`src/rtl/uart_pkg.sv`:
```
// Shared UART types and constants for the transmitter (and the future receiver).
package uart_pkg;

    typedef enum logic [2:0] {
        IDLE   = 3'd0,
        START  = 3'd1,
        DATA   = 3'd2,
        PARITY = 3'd3,
        STOP   = 3'd4
    } uart_tx_state_t;

    localparam int   UART_DATA_BITS            = 8;
    localparam int   UART_DEFAULT_CLKS_PER_BIT = 434;
    localparam logic UART_IDLE_LEVEL           = 1'b1;

endpackage

```
`src/rtl/uart_baud_gen.sv`:
```
// Bit-time counter: counts 0..CLKS_PER_BIT-1 and pulses tick on the terminal count.
module uart_baud_gen
    import uart_pkg::*;
#(
    parameter int CLKS_PER_BIT = UART_DEFAULT_CLKS_PER_BIT
) (
    input  logic clk,
    input  logic rst,
    input  logic clear,
    output logic tick
);

    localparam int CW = (CLKS_PER_BIT > 1) ? $clog2(CLKS_PER_BIT) : 1;

    logic [CW-1:0] cnt;

    assign tick = (cnt == CW'(CLKS_PER_BIT - 1));

    always_ff @(posedge clk or posedge rst) begin
        if (rst) begin
            cnt <= '0;
        end else if (clear || tick) begin
            cnt <= '0;
        end else begin
            cnt <= cnt + CW'(1);
        end
    end

endmodule

```
`src/rtl/uart_tx.sv`:
```
// 8N1 UART transmitter launched by a rising edge of t_ctrl.
// Optional even parity bit when UART_TX_PARITY_EN is defined.
module uart_tx
    import uart_pkg::*;
#(
    parameter int CLKS_PER_BIT = UART_DEFAULT_CLKS_PER_BIT,
    parameter int STOP_BITS    = 1
) (
    input  logic       clk,
    input  logic       rst,
    input  logic [7:0] t_data,
    input  logic       t_ctrl,
    output logic       t_state,
    output logic       txd
);

    uart_tx_state_t state, state_n;
    logic [7:0] shift, shift_n;
    logic [2:0] idx, idx_n;
    logic       txd_n, t_state_n;
    logic       ctrl_q;
    logic       launch;
    logic       tick;
`ifdef UART_TX_PARITY_EN
    logic       parity, parity_n;
`endif

    assign launch = t_ctrl & ~ctrl_q;

    // The counter is held clear in IDLE so START always gets a full bit time.
    uart_baud_gen #(
        .CLKS_PER_BIT(CLKS_PER_BIT)
    ) u_baud (
        .clk  (clk),
        .rst  (rst),
        .clear(state == IDLE),
        .tick (tick)
    );

    // ctrl_q resets high so a request held through reset is not treated as an edge.
    always_ff @(posedge clk or posedge rst) begin
        if (rst) begin
            state   <= IDLE;
            shift   <= '0;
            idx     <= '0;
            txd     <= UART_IDLE_LEVEL;
            t_state <= 1'b1;
            ctrl_q  <= 1'b1;
`ifdef UART_TX_PARITY_EN
            parity  <= 1'b0;
`endif
        end else begin
            state   <= state_n;
            shift   <= shift_n;
            idx     <= idx_n;
            txd     <= txd_n;
            t_state <= t_state_n;
            ctrl_q  <= t_ctrl;
`ifdef UART_TX_PARITY_EN
            parity  <= parity_n;
`endif
        end
    end

    always_comb begin
        state_n   = state;
        shift_n   = shift;
        idx_n     = idx;
        txd_n     = txd;
        t_state_n = t_state;
`ifdef UART_TX_PARITY_EN
        parity_n  = parity;
`endif
        case (state)
            IDLE: begin
                if (launch) begin
                    shift_n   = t_data;
                    idx_n     = '0;
                    txd_n     = 1'b0;
                    t_state_n = 1'b0;
                    state_n   = START;
`ifdef UART_TX_PARITY_EN
                    parity_n  = ^t_data;
`endif
                end
            end
            START: begin
                if (tick) begin
                    txd_n   = shift[0];
                    state_n = DATA;
                end
            end
            DATA: begin
                if (tick) begin
                    shift_n = shift >> 1;
                    if (idx == 3'(UART_DATA_BITS - 1)) begin
                        idx_n   = '0;
`ifdef UART_TX_PARITY_EN
                        txd_n   = parity;
                        state_n = PARITY;
`else
                        txd_n   = UART_IDLE_LEVEL;
                        state_n = STOP;
`endif
                    end else begin
                        idx_n = idx + 3'd1;
                        txd_n = shift[1];
                    end
                end
            end
`ifdef UART_TX_PARITY_EN
            PARITY: begin
                if (tick) begin
                    txd_n   = UART_IDLE_LEVEL;
                    state_n = STOP;
                end
            end
`endif
            // idx is reused to count stop bits.
            STOP: begin
                if (tick) begin
                    if (idx == 3'(STOP_BITS - 1)) begin
                        idx_n     = '0;
                        t_state_n = 1'b1;
                        state_n   = IDLE;
                    end else begin
                        idx_n = idx + 3'd1;
                    end
                end
            end
            default: begin
                txd_n     = UART_IDLE_LEVEL;
                t_state_n = 1'b1;
                state_n   = IDLE;
            end
        endcase
    end

endmodule

```
`config.mk`:
```
export PLATFORM = sky130hd
export DESIGN_NAME = uart_tx
export DESIGN_NICKNAME = d
export VERILOG_FILES = /design/src/rtl/uart_pkg.sv /design/src/rtl/uart_baud_gen.sv /design/src/rtl/uart_tx.sv
export SDC_FILE = /design/constraint.sdc
export NUM_CORES = 1
export LEC_CHECK = 0
export ABC_AREA = 1
export CAP_MARGIN = 20
export CORE_MARGIN = 5
export CORE_UTILIZATION = 55
export DETAILED_ROUTE_END_ITERATION = 6
export GPL_TIMING_DRIVEN = 1
export PLACE_DENSITY_LB_ADDON = 0.25
export SYNTH_ARGS = -nofsm -noshare
export SYNTH_HDL_FRONTEND = slang
export SYNTH_SLANG_ARGS = --single-unit
```
`constraint.sdc`:
```
create_clock -name clk -period 2.3 [get_ports clk]
set_input_delay 0.575 -clock clk [delete_from_list [all_inputs] [get_ports clk]]
set_output_delay 0.575 -clock clk [all_outputs]
set_load 0.005 [all_outputs]
```
==> impl_metrics.csv <==
group,metric,value,unit
run_status,status,"completed",
worst_setup_path,cp.arrival,1370,ps
logic_synthesis,syn-cell-area,1479,um^2
pwr,peakVddDrop,0.001089,V
logic_synthesis,synthMuxAreaShare,0,
clocking,cts_root_buffer,"clkbuf_4",
logic_synthesis,ys_seq_elements,26,
global_routing,top_usage_layer,"met2",
pwr,p_leak,0.0008680,uW
placed_design,dpl_cell_area,1622,um^2
global_routing,first_global_vias,1184,
global_routing,grt_pass1_wl,4885,um
global_routing,grt_max_degree,27,
finish,syn2layout_area_growth,12.10,%
sta,skew,6.967,ps
clocking,numCtsBuffers,3,
min_path,whs_path_depth,2,
finish,regArea,654.4,um^2
logic_synthesis,synth_top_area_frac,0.3892,
sta,slew_violations,0,
finish,fin_util,0.6572,
sta,final-setup-viol-count,0,
logic_synthesis,synth_nets,203,
worst_setup_path,cpPeakStageDelay,560,ps
clocking,cts_sinks,26,
die,die_w,61.86,um
die,die_area,3826,um^2
logic_synthesis,synth_edf_count,0,
drt,drcViolationCount,0,
min_path,hold_class,"flop to flop",
logic_synthesis,ys_top_cells_by_area,"dfrtp_1, nand2_1, dfstp_2",
global_routing,use_met3,0.03099,
logic_synthesis,syn_inst,187,
finish,finalNonFillerCells,232,
logic_synthesis,synth_ff_type,"dfrtp_1",
drt,wl,2777,um
logic_synthesis,yosys_warnings,0,
clocking,htree_levels,1,
logic_synthesis,synth-xor-area-share,0.005922,
finish,final_area,1658,um^2
global_routing,grt_util_met2,0.2706,
die,die-height,61.86,um
die,placeableCoreArea,2522,um^2
worst_setup_path,crit_slowest_cell,"dfstp_2",
drt,num_vias,1227,
finish,multi_input_area,724.4,um^2
clocking,cts.reportedPaths.clkPinSlew,140,ps
placed_design,dp.cells,228,
worst_setup_path,r2r.worst_path.cells,8,
pwr,power.density,1165,nW/um^2
logic_synthesis,yosysMostFrequentCell,"nand2_1",
global_routing,grt.met1_usage,0.2266,
logic_synthesis,async_flop_share,1.000,
sta,fmax,0.5136,GHz
logic_synthesis,synth_top_family_by_area,"simple AND/OR/NAND/NOR gates",
worst_setup_path,crit_required,1730,ps
clocking,hold_buffers,0,
drt,drtIter0Drc,77,
worst_setup_path,endpoint_kind,"output pin",
sta,grt_setup_unrepaired,"no",
worst_setup_path,path_max_fanout,2,
finish,drive_above_1_share,0.1386,
worst_setup_path,path_buf_inv,1,
worst_setup_path,path_delay_family,"flip-flops",
logic_synthesis,yosys.area_share.adder,0.04230,
finish,n_fill_cell,205,
logic_synthesis,ys_types,28,
clocking,clock_path_buffers,2,
die,row_count,18,
sta,final-hold-violation-count,0,
logic_synthesis,synth_common_cells,"nand2_1, dfrtp_1, inv_1",
worst_setup_path,worst-setup-path-type,"flop to output pin",
finish,antenna_cells,0,
worst_setup_path,cp_num_cells,1,
logic_synthesis,avgSynthCellArea,7.909,um^2
logic_synthesis,synth-compound-area-share,0.07191,
global_routing,grt_use_total,0.1693,
placed_design,dp_hpwl,2090,um
sta,slew_headroom,0.7804,
sta,fin_crit_sh,0.8465,
finish,layout.nets,219,
sta,tightest_slew,329.5,ps
sta,period_needed,1947,ps
worst_setup_path,crit_path_start_kind,"flop",
clocking,clkLatencyLatePin,320,ps
die,top_level_ports,13,
drt,vias_per_cell,5.289,
global_routing,antenna_found_initial,0,
global_routing,grt_overflow,0,
die,initial_utilization,0.5863,
worst_setup_path,crit_chain,"clkdlybuf4s50_1",
sta,timing.setup.tns,0,ps
placed_design,portBuffers,12,
logic_synthesis,yosysSeqAreaShare,0.4425,
placed_design,place.gp.congestion,0.8518,
clocking,cts_resized,0,
flow_run,maxCapViolCount,0,
drt,drt_pass1_iterations,4,
clocking,cts_setup_buffers,0,
clocking,cts_tree,"done",
logic_synthesis,synthSimpleGateAreaFrac,0.3697,
drt,wl_per_cell,11.97,um
logic_synthesis,yosysTopAreaCell,"dfrtp_1",
drt,ant_nets,0,
==> metrics by stage <==
| stage | setup WS [ps] | total power (uW) | hold slack, ps |
|---|---|---|---|
| 5_1_grt | 299.4 | 2120 | 494.4 |
| 6_report | 353.0 | 1932 | 470.8 |
| 3_5_place_dp | 507.8 | 1718 | 453.1 |
| 3_3_place_gp | 562.7 | 1674 | 451.1 |
| 2_1_floorplan | 1016 | 1502 | 449.2 |
| 4_1_cts | 337.5 | 1951 | 473.0 |
==> cell families (layout without fill, tap and decap cells) <==
| group | Yosys count | after routing |
|---|---|---|
| compound gates | 16 | 16 |
| xor+xnor | 1 | 1 |
| flops | 26 | 26 |
| simple gates | 117 | 117 |
| buf+inv | 22 | 37 |
| fa+ha+maj | 5 | 5 |
==> placed cells by master, fill, tap and decap left out, types with 3 or more instances in the layout <==
master / count
o21ai_0: 4
ha_1: 5
clkdlybuf4s50_1: 12
nand2_2: 7
nor2_1: 12
dfrtp_1: 23
nand2_1: 73
inv_1: 17
a21oi_1: 4
nor2_4: 3
dfstp_2: 3
clkbuf_4: 3
nand3_1: 11
==> final cells by class <==
type | instances | area share
Clock buffer | 4 | 0.02189
Inverter | 20 | 0.04679
Multi-Input combinational cell | 139 | 0.4370
Sequential cell | 26 | 0.3947
Tap cell | 30 | 0.02264
Timing Repair Buffer | 13 | 0.07698
==> power by group <==
part	total, uW	switching (uW)	internal [uW]
logic	979	633	345
registers	725	109	616
clock network	228	132	96.8
total	1930	874	1060
==> per-layer routing <==
layer | vias to the layer above | wire length, um
met5 | - | 0
met4 | 0 | 55
met3 | 7 | 122
met2 | 27 | 1219
met1 | 576 | 1381
li1 | 617 | -
==> sequential cells by signal, summed over array words and instances (netlist names) <==
name,count
ctrl_q,1
idx,3
shift,8
state,3
t_state,1
txd,1
u_baud.cnt,9
==> final timing paths <==
kind,slack (ps),end,start
min in group asynchronous,600,u_baud.cnt[0],rst
hold reg to reg,470,t_state,t_state
setup / recovery,350,txd,txd
setup reg to reg,630,shift[2],state[2]
hold / removal,470,t_state,t_state
max in group asynchronous,1410,ctrl_q,rst
==> worst min-delay path, cell delays in order, from the launching register on <==
cell and delay [ps]:
dfstp_2 400, nand2_1 50, nand2_1 40
Power figures use the tool's default switching activity.
